### src/rtl/pwm_capture.sv
// PWM capture: measures period and high time of an asynchronous input in tick units.
// Optional glitch filter enabled by defining PWM_CAPTURE_FILTER_EN.
module pwm_capture #(
    parameter int unsigned CNT_W       = 10,
    parameter int unsigned SYNC_STAGES = 2,
    parameter int unsigned TIMEOUT     = 1000,
    parameter int unsigned FILTER_LEN  = 4
) (
    input  logic             clk,
    input  logic             rst_n,
    input  logic             tick,
    input  logic             sig_in,
    output logic [CNT_W-1:0] period,
    output logic [CNT_W-1:0] high_time,
    output logic             valid,
    output logic             stuck,
    output logic             stuck_level
);

    if (SYNC_STAGES < 2 || TIMEOUT >= (64'd1 << CNT_W) || FILTER_LEN < 1) begin : g_bad_params
        $error("pwm_capture: invalid parameter combination");
    end

    typedef enum logic [1:0] {IDLE, MEAS_HIGH, MEAS_LOW} state_t;

    localparam logic [CNT_W-1:0] TO = CNT_W'(TIMEOUT);

    state_t                 state_q, state_d;
    logic [SYNC_STAGES-1:0] sync_q;
    logic                   lvl_src;
    logic                   lvl_q;
    logic                   rise_q, fall_q;
    logic [CNT_W-1:0]       pcnt_q, pcnt_d;
    logic [CNT_W-1:0]       hcnt_q, hcnt_d;
    logic [CNT_W-1:0]       shadow_q, shadow_d;
    logic [CNT_W-1:0]       idle_q, idle_d;
    logic [CNT_W-1:0]       period_q, period_d;
    logic [CNT_W-1:0]       high_q, high_d;
    logic                   valid_q, valid_d;
    logic                   stuck_q, stuck_d;
    logic                   slev_q, slev_d;
    logic [CNT_W-1:0]       start_val;

    always_ff @(posedge clk or negedge rst_n) begin
        if (!rst_n) begin
            sync_q <= '0;
        end else begin
            sync_q <= {sync_q[SYNC_STAGES-2:0], sig_in};
        end
    end

`ifdef PWM_CAPTURE_FILTER_EN
    localparam int unsigned FW = $clog2(FILTER_LEN + 1);
    logic          filt_q;
    logic [FW-1:0] fcnt_q;

    // Level flips only after FILTER_LEN consecutive cycles of disagreement.
    always_ff @(posedge clk or negedge rst_n) begin
        if (!rst_n) begin
            filt_q <= 1'b0;
            fcnt_q <= '0;
        end else if (sync_q[SYNC_STAGES-1] != filt_q) begin
            if (fcnt_q == FW'(FILTER_LEN - 1)) begin
                filt_q <= sync_q[SYNC_STAGES-1];
                fcnt_q <= '0;
            end else begin
                fcnt_q <= fcnt_q + FW'(1);
            end
        end else begin
            fcnt_q <= '0;
        end
    end
    assign lvl_src = filt_q;
`else
    assign lvl_src = sync_q[SYNC_STAGES-1];
`endif

    always_ff @(posedge clk or negedge rst_n) begin
        if (!rst_n) begin
            lvl_q  <= 1'b0;
            rise_q <= 1'b0;
            fall_q <= 1'b0;
        end else begin
            lvl_q  <= lvl_src;
            rise_q <= lvl_src & ~lvl_q;
            fall_q <= ~lvl_src & lvl_q;
        end
    end

    function automatic logic [CNT_W-1:0] sat_inc(input logic [CNT_W-1:0] v, input logic en);
        return (en && v != '1) ? v + CNT_W'(1) : v;
    endfunction

    assign start_val = CNT_W'(tick);

    always_comb begin
        state_d  = state_q;
        pcnt_d   = pcnt_q;
        hcnt_d   = hcnt_q;
        shadow_d = shadow_q;
        idle_d   = idle_q;
        period_d = period_q;
        high_d   = high_q;
        valid_d  = 1'b0;
        stuck_d  = stuck_q;
        slev_d   = slev_q;
        case (state_q)
            IDLE: begin
                pcnt_d = '0;
                hcnt_d = '0;
                if (rise_q) begin
                    state_d = MEAS_HIGH;
                    pcnt_d  = start_val;
                    hcnt_d  = start_val;
                    idle_d  = '0;
                end else begin
                    idle_d = sat_inc(idle_q, tick);
                    if (idle_q >= TO && !stuck_q) begin
                        stuck_d = 1'b1;
                        slev_d  = lvl_q;
                    end
                end
            end
            MEAS_HIGH: begin
                if (pcnt_q >= TO) begin
                    stuck_d = 1'b1;
                    slev_d  = lvl_q;
                    state_d = IDLE;
                    pcnt_d  = '0;
                    hcnt_d  = '0;
                    idle_d  = '0;
                end else if (fall_q) begin
                    shadow_d = hcnt_q;
                    pcnt_d   = sat_inc(pcnt_q, tick);
                    state_d  = MEAS_LOW;
                end else begin
                    pcnt_d = sat_inc(pcnt_q, tick);
                    hcnt_d = sat_inc(hcnt_q, tick);
                end
            end
            MEAS_LOW: begin
                if (rise_q) begin
                    period_d = pcnt_q;
                    high_d   = shadow_q;
                    valid_d  = 1'b1;
                    stuck_d  = 1'b0;
                    pcnt_d   = start_val;
                    hcnt_d   = start_val;
                    state_d  = MEAS_HIGH;
                end else if (pcnt_q >= TO) begin
                    stuck_d = 1'b1;
                    slev_d  = lvl_q;
                    state_d = IDLE;
                    pcnt_d  = '0;
                    hcnt_d  = '0;
                    idle_d  = '0;
                end else begin
                    pcnt_d = sat_inc(pcnt_q, tick);
                end
            end
            default: state_d = IDLE;
        endcase
    end

    always_ff @(posedge clk or negedge rst_n) begin
        if (!rst_n) begin
            state_q  <= IDLE;
            pcnt_q   <= '0;
            hcnt_q   <= '0;
            shadow_q <= '0;
            idle_q   <= '0;
            period_q <= '0;
            high_q   <= '0;
            valid_q  <= 1'b0;
            stuck_q  <= 1'b0;
            slev_q   <= 1'b0;
        end else begin
            state_q  <= state_d;
            pcnt_q   <= pcnt_d;
            hcnt_q   <= hcnt_d;
            shadow_q <= shadow_d;
            idle_q   <= idle_d;
            period_q <= period_d;
            high_q   <= high_d;
            valid_q  <= valid_d;
            stuck_q  <= stuck_d;
            slev_q   <= slev_d;
        end
    end

    assign period      = period_q;
    assign high_time   = high_q;
    assign valid       = valid_q;
    assign stuck       = stuck_q;
    assign stuck_level = slev_q;

endmodule

### config.mk
export PLATFORM = sky130hd
export DESIGN_NAME = pwm_capture
export DESIGN_NICKNAME = d
export VERILOG_FILES = /design/src/rtl/pwm_capture.sv
export SDC_FILE = /design/constraint.sdc
export NUM_CORES = 1
export LEC_CHECK = 0
export ABC_CLOCK_PERIOD_IN_PS = 2000
export BUFFER_PORTS_ARGS = -buffer_cell sky130_fd_sc_hd__buf_2
export CAP_MARGIN = 40
export CORE_ASPECT_RATIO = 0.7
export CORE_MARGIN = 4
export CORE_UTILIZATION = 50
export CTS_CLUSTER_DIAMETER = 100
export DETAILED_ROUTE_END_ITERATION = 10
export PLACE_DENSITY = 0.69
export SYNTH_ARGS = -nofsm -noshare
export SYNTH_HDL_FRONTEND = slang
export SYNTH_SLANG_ARGS = --single-unit
### constraint.sdc
create_clock -name clk -period 2 [get_ports clk]
set_input_delay 0.4 -clock clk [delete_from_list [all_inputs] [get_ports clk]]
set_output_delay 0.4 -clock clk [all_outputs]
set_load 0.1 [all_outputs]
==> results.md <==
- The overall die width is 107 um.
- The synthesized instance count is 312.
- The number of detailed-route iterations in the first pass is 4.
- The synthesized design contains 70 register bits.
- After synthesis, the cell types taking the most area are sky130_fd_sc_hd__dfrtp_1, sky130_fd_sc_hd__mux2_2, sky130_fd_sc_hd__ha_1.
- The synthesized design spends more area on one cell type than any other, namely sky130_fd_sc_hd__dfrtp_1.
- The clock insertion delay at the later pin of the skew report is 0.35 ns.
- In this run the critical register-to-register path is captured at hcnt_q[2].
- Walking the worst path, the cells encountered are inv_1 > ha_2 > nor2b_4 > or4b_4 > or3_1 > a21oi_2.
- The slowest stage of the critical path belongs to the cell sky130_fd_sc_hd__or4b_4.
- The worst setup path is captured at a flop.
- Port buffering added 26 buffers.
- Setup repair after global routing could not meet its margin everywhere.
- The share of total power in combinational logic is 41.6%.
- The standard-cell row count is 24.
- The core region area is 6400 um2.
- The number of buffers added by the clock tree synthesis step is 9.
- The worst path needs a little under 2 ns of the cycle, external delays included.
- The detailed router finished its first iteration with roughly 170 violations.
- Using the TritonRoute via totals, the vias-per-cell ratio works out to 5.49.
- The critical path launch point is state_q[0].
- The number of global-route vias before repair is roughly 2700.
- The switching power is 1.90 mW.
- The effective utilization at floorplan is 53.1%.
- The clock drives 70 sinks.
- Data arrives at the worst endpoint at 2.25 ns.
- The total power per unit cell area is between 1000 and 1500 nW/um2.
- The clock tree from TritonCTS is done.
- The hold-fix buffer count after cts is 0.
- The remaining antenna violation count is 0.
- Of the cells placed in the final design, the portion with a size suffix greater than 1 is 36.5%.
- In this run the worst setup path terminates at hcnt_q[2].
- The top-level I/O count is 27.
- The number of cell instances on the worst register-to-register path is 6.
- The launch point of the worst reg-to-reg path is state_q[0].
- The class of the tightest hold or removal check is in -> async.
- Timing would allow up to around 500 MHz.
- At the worst endpoint, the required time is 2.28 ns.
- When the netlist entered floorplanning its net count stood at between 300 and 400.
- The area taken by flip-flops and latches is around 1800 um2.
- Counting flops with a built-in enable in the synthesized netlist gives 0.
- The max-slew violation total from the final report is 0.
- Entering global routing, the biggest net connects 71 pins.
- The number of library cell types mapped by synthesis is 50.
- After detailed routing, the total wire length is 7580 um.
- The fraction of the yosys area taken by sequential cells is about half.
- The analysis attributes to cell leakage a power of 2.02 nW.
- The number of antenna diodes in the final layout is 0.
- The clock tree skew after final layout is 0.0112 ns.
- The sequential fraction of design power is around a third.
- Dividing the synthesized area by the synthesized cell count gives roughly 11 um2.
- For this run, design rule violations remaining after detail routing come to 0.
- Internal power comes to 3.02 mW.
- The worst register-to-register path has a setup slack of ~0.028 ns.
- Net switching is 38.7% of the power.
- The flow ran to the end, and the final reports show no timing, DRC or antenna violations.
- The setup path with the least slack is of type reg -> reg.
- The relative contribution of the clock network to total power is between 20 and 25%.
- The Yosys step of the flow raised 0 warnings.
- In the final routed layout, each cell accounts on average for 15.9 um.
- Overall power consumption after layout is estimated at 4.92 mW.
- The routed via count is 2619.
- The final-layout fill cell count is 528.
- The category of the worst setup path launch point is a flop.
- The final layout contains 394 nets.
- The portion of synthesized cell area occupied by the leading cell type is 51.5%.
- Summing all multi-input logic gate instances after layout gives 1600 um2.
- The estimated wirelength of the detail-placed design is 5090 um.
- The initial antenna violation count came to 0.
- The number of hold violations in the final report is 0.
- The fraction of registers with async set/reset is 100%.
- In this run the number of H-tree levels came out at 3.
- The first global-routing pass estimated 13000 um of wire.
- The slew at the pin closest to its max-slew limit is 0.517 ns.
- Routability-driven placement finished with a final weighted congestion of 0.822.
- sky130_fd_sc_hd__dfrtp_1 is the most common cell in the netlist.
- The end-of-flow core utilization is 65.6%.
- Summing every instance area after synthesis gives 3400 um2.
- The biggest fanout along the worst timing path is 5.
- On the worst path, the slowest cell contributes a delay of 0.56 ns.
- After clock tree synthesis, the clock-pin slew on the worst setup and hold paths is 0.08 ns.
- The layout-stage area growth over the synthesis result is 23.6%.
- The maximum vdd ir drop is 751 uV.
- The die covers about 8000 um2.
- The clock tree root driver cell is sky130_fd_sc_hd__clkbuf_8.
- Global routing finished with a remaining overflow of 0.
- The tool flagged a number of max-cap violations equal to 0.
- In the global route stage, overall resource usage came out at 19.7%.
- Ranked by instance count, the synthesized netlist is headed by sky130_fd_sc_hd__dfrtp_1, sky130_fd_sc_hd__mux2_2, sky130_fd_sc_hd__nand2_1, sky130_fd_sc_hd__nor2_1, sky130_fd_sc_hd__o21ai_0.
- The max-slew headroom at the worst pin is 65.4%.
- The number of setup violations in the final report is 0.
- The most used flip-flop cell after synthesis is sky130_fd_sc_hd__dfrtp_1.
- The die is 77.0 um tall.
- The clock tree buffer depth is 2.
- Of the available clock period, the critical path in the final layout requires 98.6%.
- On the final layout, the worst hold slack is 0.0661 ns.
## through the flow
step,area [um2],worst slack [ns],std cells,setup TNS [ns]
2_1_floorplan,3400,0.0128,312,0
3_3_place_gp,3910,0.0210,459,0
3_5_place_dp,3910,-0.00783,459,-0.0243
4_1_cts,4130,0.00161,476,0
5_1_grt,4200,-0.0487,477,-0.167
6_report,4200,0.0285,477,0
## state kept, by name, summed over array words and instances, names as in the netlist
register / count
shadow_q: 10
valid: 1
sync_q: 2
fall_q: 1
period: 10
state_q: 2
high_time: 10
hcnt_q: 10
pcnt_q: 10
stuck: 1
stuck_level: 1
rise_q: 1
lvl_q: 1
idle_q: 10
## critical path: cells and delay by family, from the launching register on
| family | cells | cell delay [ns] |
|---|---|---|
| simple gates | 3 | 1.04 |
| compound gates | 1 | 0.15 |
| buf+inv | 1 | 0.09 |
| flops | 1 | 0.40 |
| fa+ha+maj | 1 | 0.21 |
## power by group through the flow
stage	Combinational, mW	Clock (mW)	Sequential [mW]
after floorplan	0.951	0	2.03
after detailed placement	1.87	0	1.70
after global placement	1.84	0	1.69
final	2.05	1.19	1.68
after CTS	1.93	1.22	1.67
after global routing	2.23	1.29	1.70
## timing repair
action                                  4_1_cts  5_1_grt
gates cloned                                  0        1
gates resized for setup                       4       13
pin swaps                                     0        0
endpoints found under the setup margin        9       19
buffers inserted                              1        0
## area by class of cell
type	instances	area share, %
Clock buffer	11	3.61
Clock inverter	5	1.34
Inverter	15	1.34
Multi-Input combinational cell	216	38.2
Sequential cell	70	41.7
Tap cell	91	2.71
Timing Repair Buffer	69	11.1
## worst min-delay path by stage
| stage | startpoint | end | slack, ns |
|---|---|---|---|
| after floorplan | rst_n | fall_q | 0.10 |
| after global placement | sync_q[0] | sync_q[1] | 0.33 |
| after detailed placement | sync_q[0] | sync_q[1] | 0.34 |
| after CTS | rst_n | high_time[1] | 0.08 |
| after global routing | rst_n | high_time[1] | 0.08 |
| final | rst_n | high_time[8] | 0.07 |
## per-layer routing
| metal | track usage (%) | wire, um | vias up |
|---|---|---|---|
| li1 | - | - | 1274 |
| met1 | 29.3 | 3870 | 1273 |
| met2 | 28.2 | 3240 | 59 |
| met3 | 4.95 | 350 | 13 |
| met4 | 6.51 | 116 | 0 |
| met5 | 0 | 0 | - |
## logic make-up after synthesis
kind of cell | Yosys count | share of synthesized area, %
and+or+nand+nor | 115 | 18.6
DFF | 70 | 51.5
AOI/OAI and AO/OA | 52 | 10.7
muxes | 31 | 10.2
buffers and inverters | 27 | 3.61
adders and majority gates | 9 | 3.31
xor gates and xnor gates | 8 | 2.06
## placed cells by master (no fill, tap or decap), types with 3 or more instances in the layout
master / netlist / layout
sky130_fd_sc_hd__a211oi_1: 3 / 3
sky130_fd_sc_hd__buf_2: 2 / 26
sky130_fd_sc_hd__dfrtp_1: 70 / 70
sky130_fd_sc_hd__nand4_1: 8 / 8
sky130_fd_sc_hd__xnor2_1: 7 / 7
sky130_fd_sc_hd__nand2_1: 21 / 21
sky130_fd_sc_hd__nand3_1: 11 / 11
sky130_fd_sc_hd__a21oi_1: 8 / 6
sky130_fd_sc_hd__mux2i_1: 3 / 3
sky130_fd_sc_hd__o21ai_0: 18 / 18
sky130_fd_sc_hd__nor2_1: 18 / 17
sky130_fd_sc_hd__nor3_1: 13 / 10
sky130_fd_sc_hd__nor2b_1: 8 / 6
sky130_fd_sc_hd__clkbuf_8: 0 / 11
sky130_fd_sc_hd__and3_1: 6 / 6
sky130_fd_sc_hd__and3_2: 5 / 5
sky130_fd_sc_hd__nor3_2: 0 / 3
sky130_fd_sc_hd__inv_1: 15 / 15
sky130_fd_sc_hd__nor3b_1: 3 / 3
sky130_fd_sc_hd__buf_4: 1 / 42
sky130_fd_sc_hd__mux2_2: 28 / 28
sky130_fd_sc_hd__ha_1: 9 / 7
sky130_fd_sc_hd__or3_1: 3 / 3
sky130_fd_sc_hd__a221o_1: 7 / 7
(Power assumes the default switching activity.)
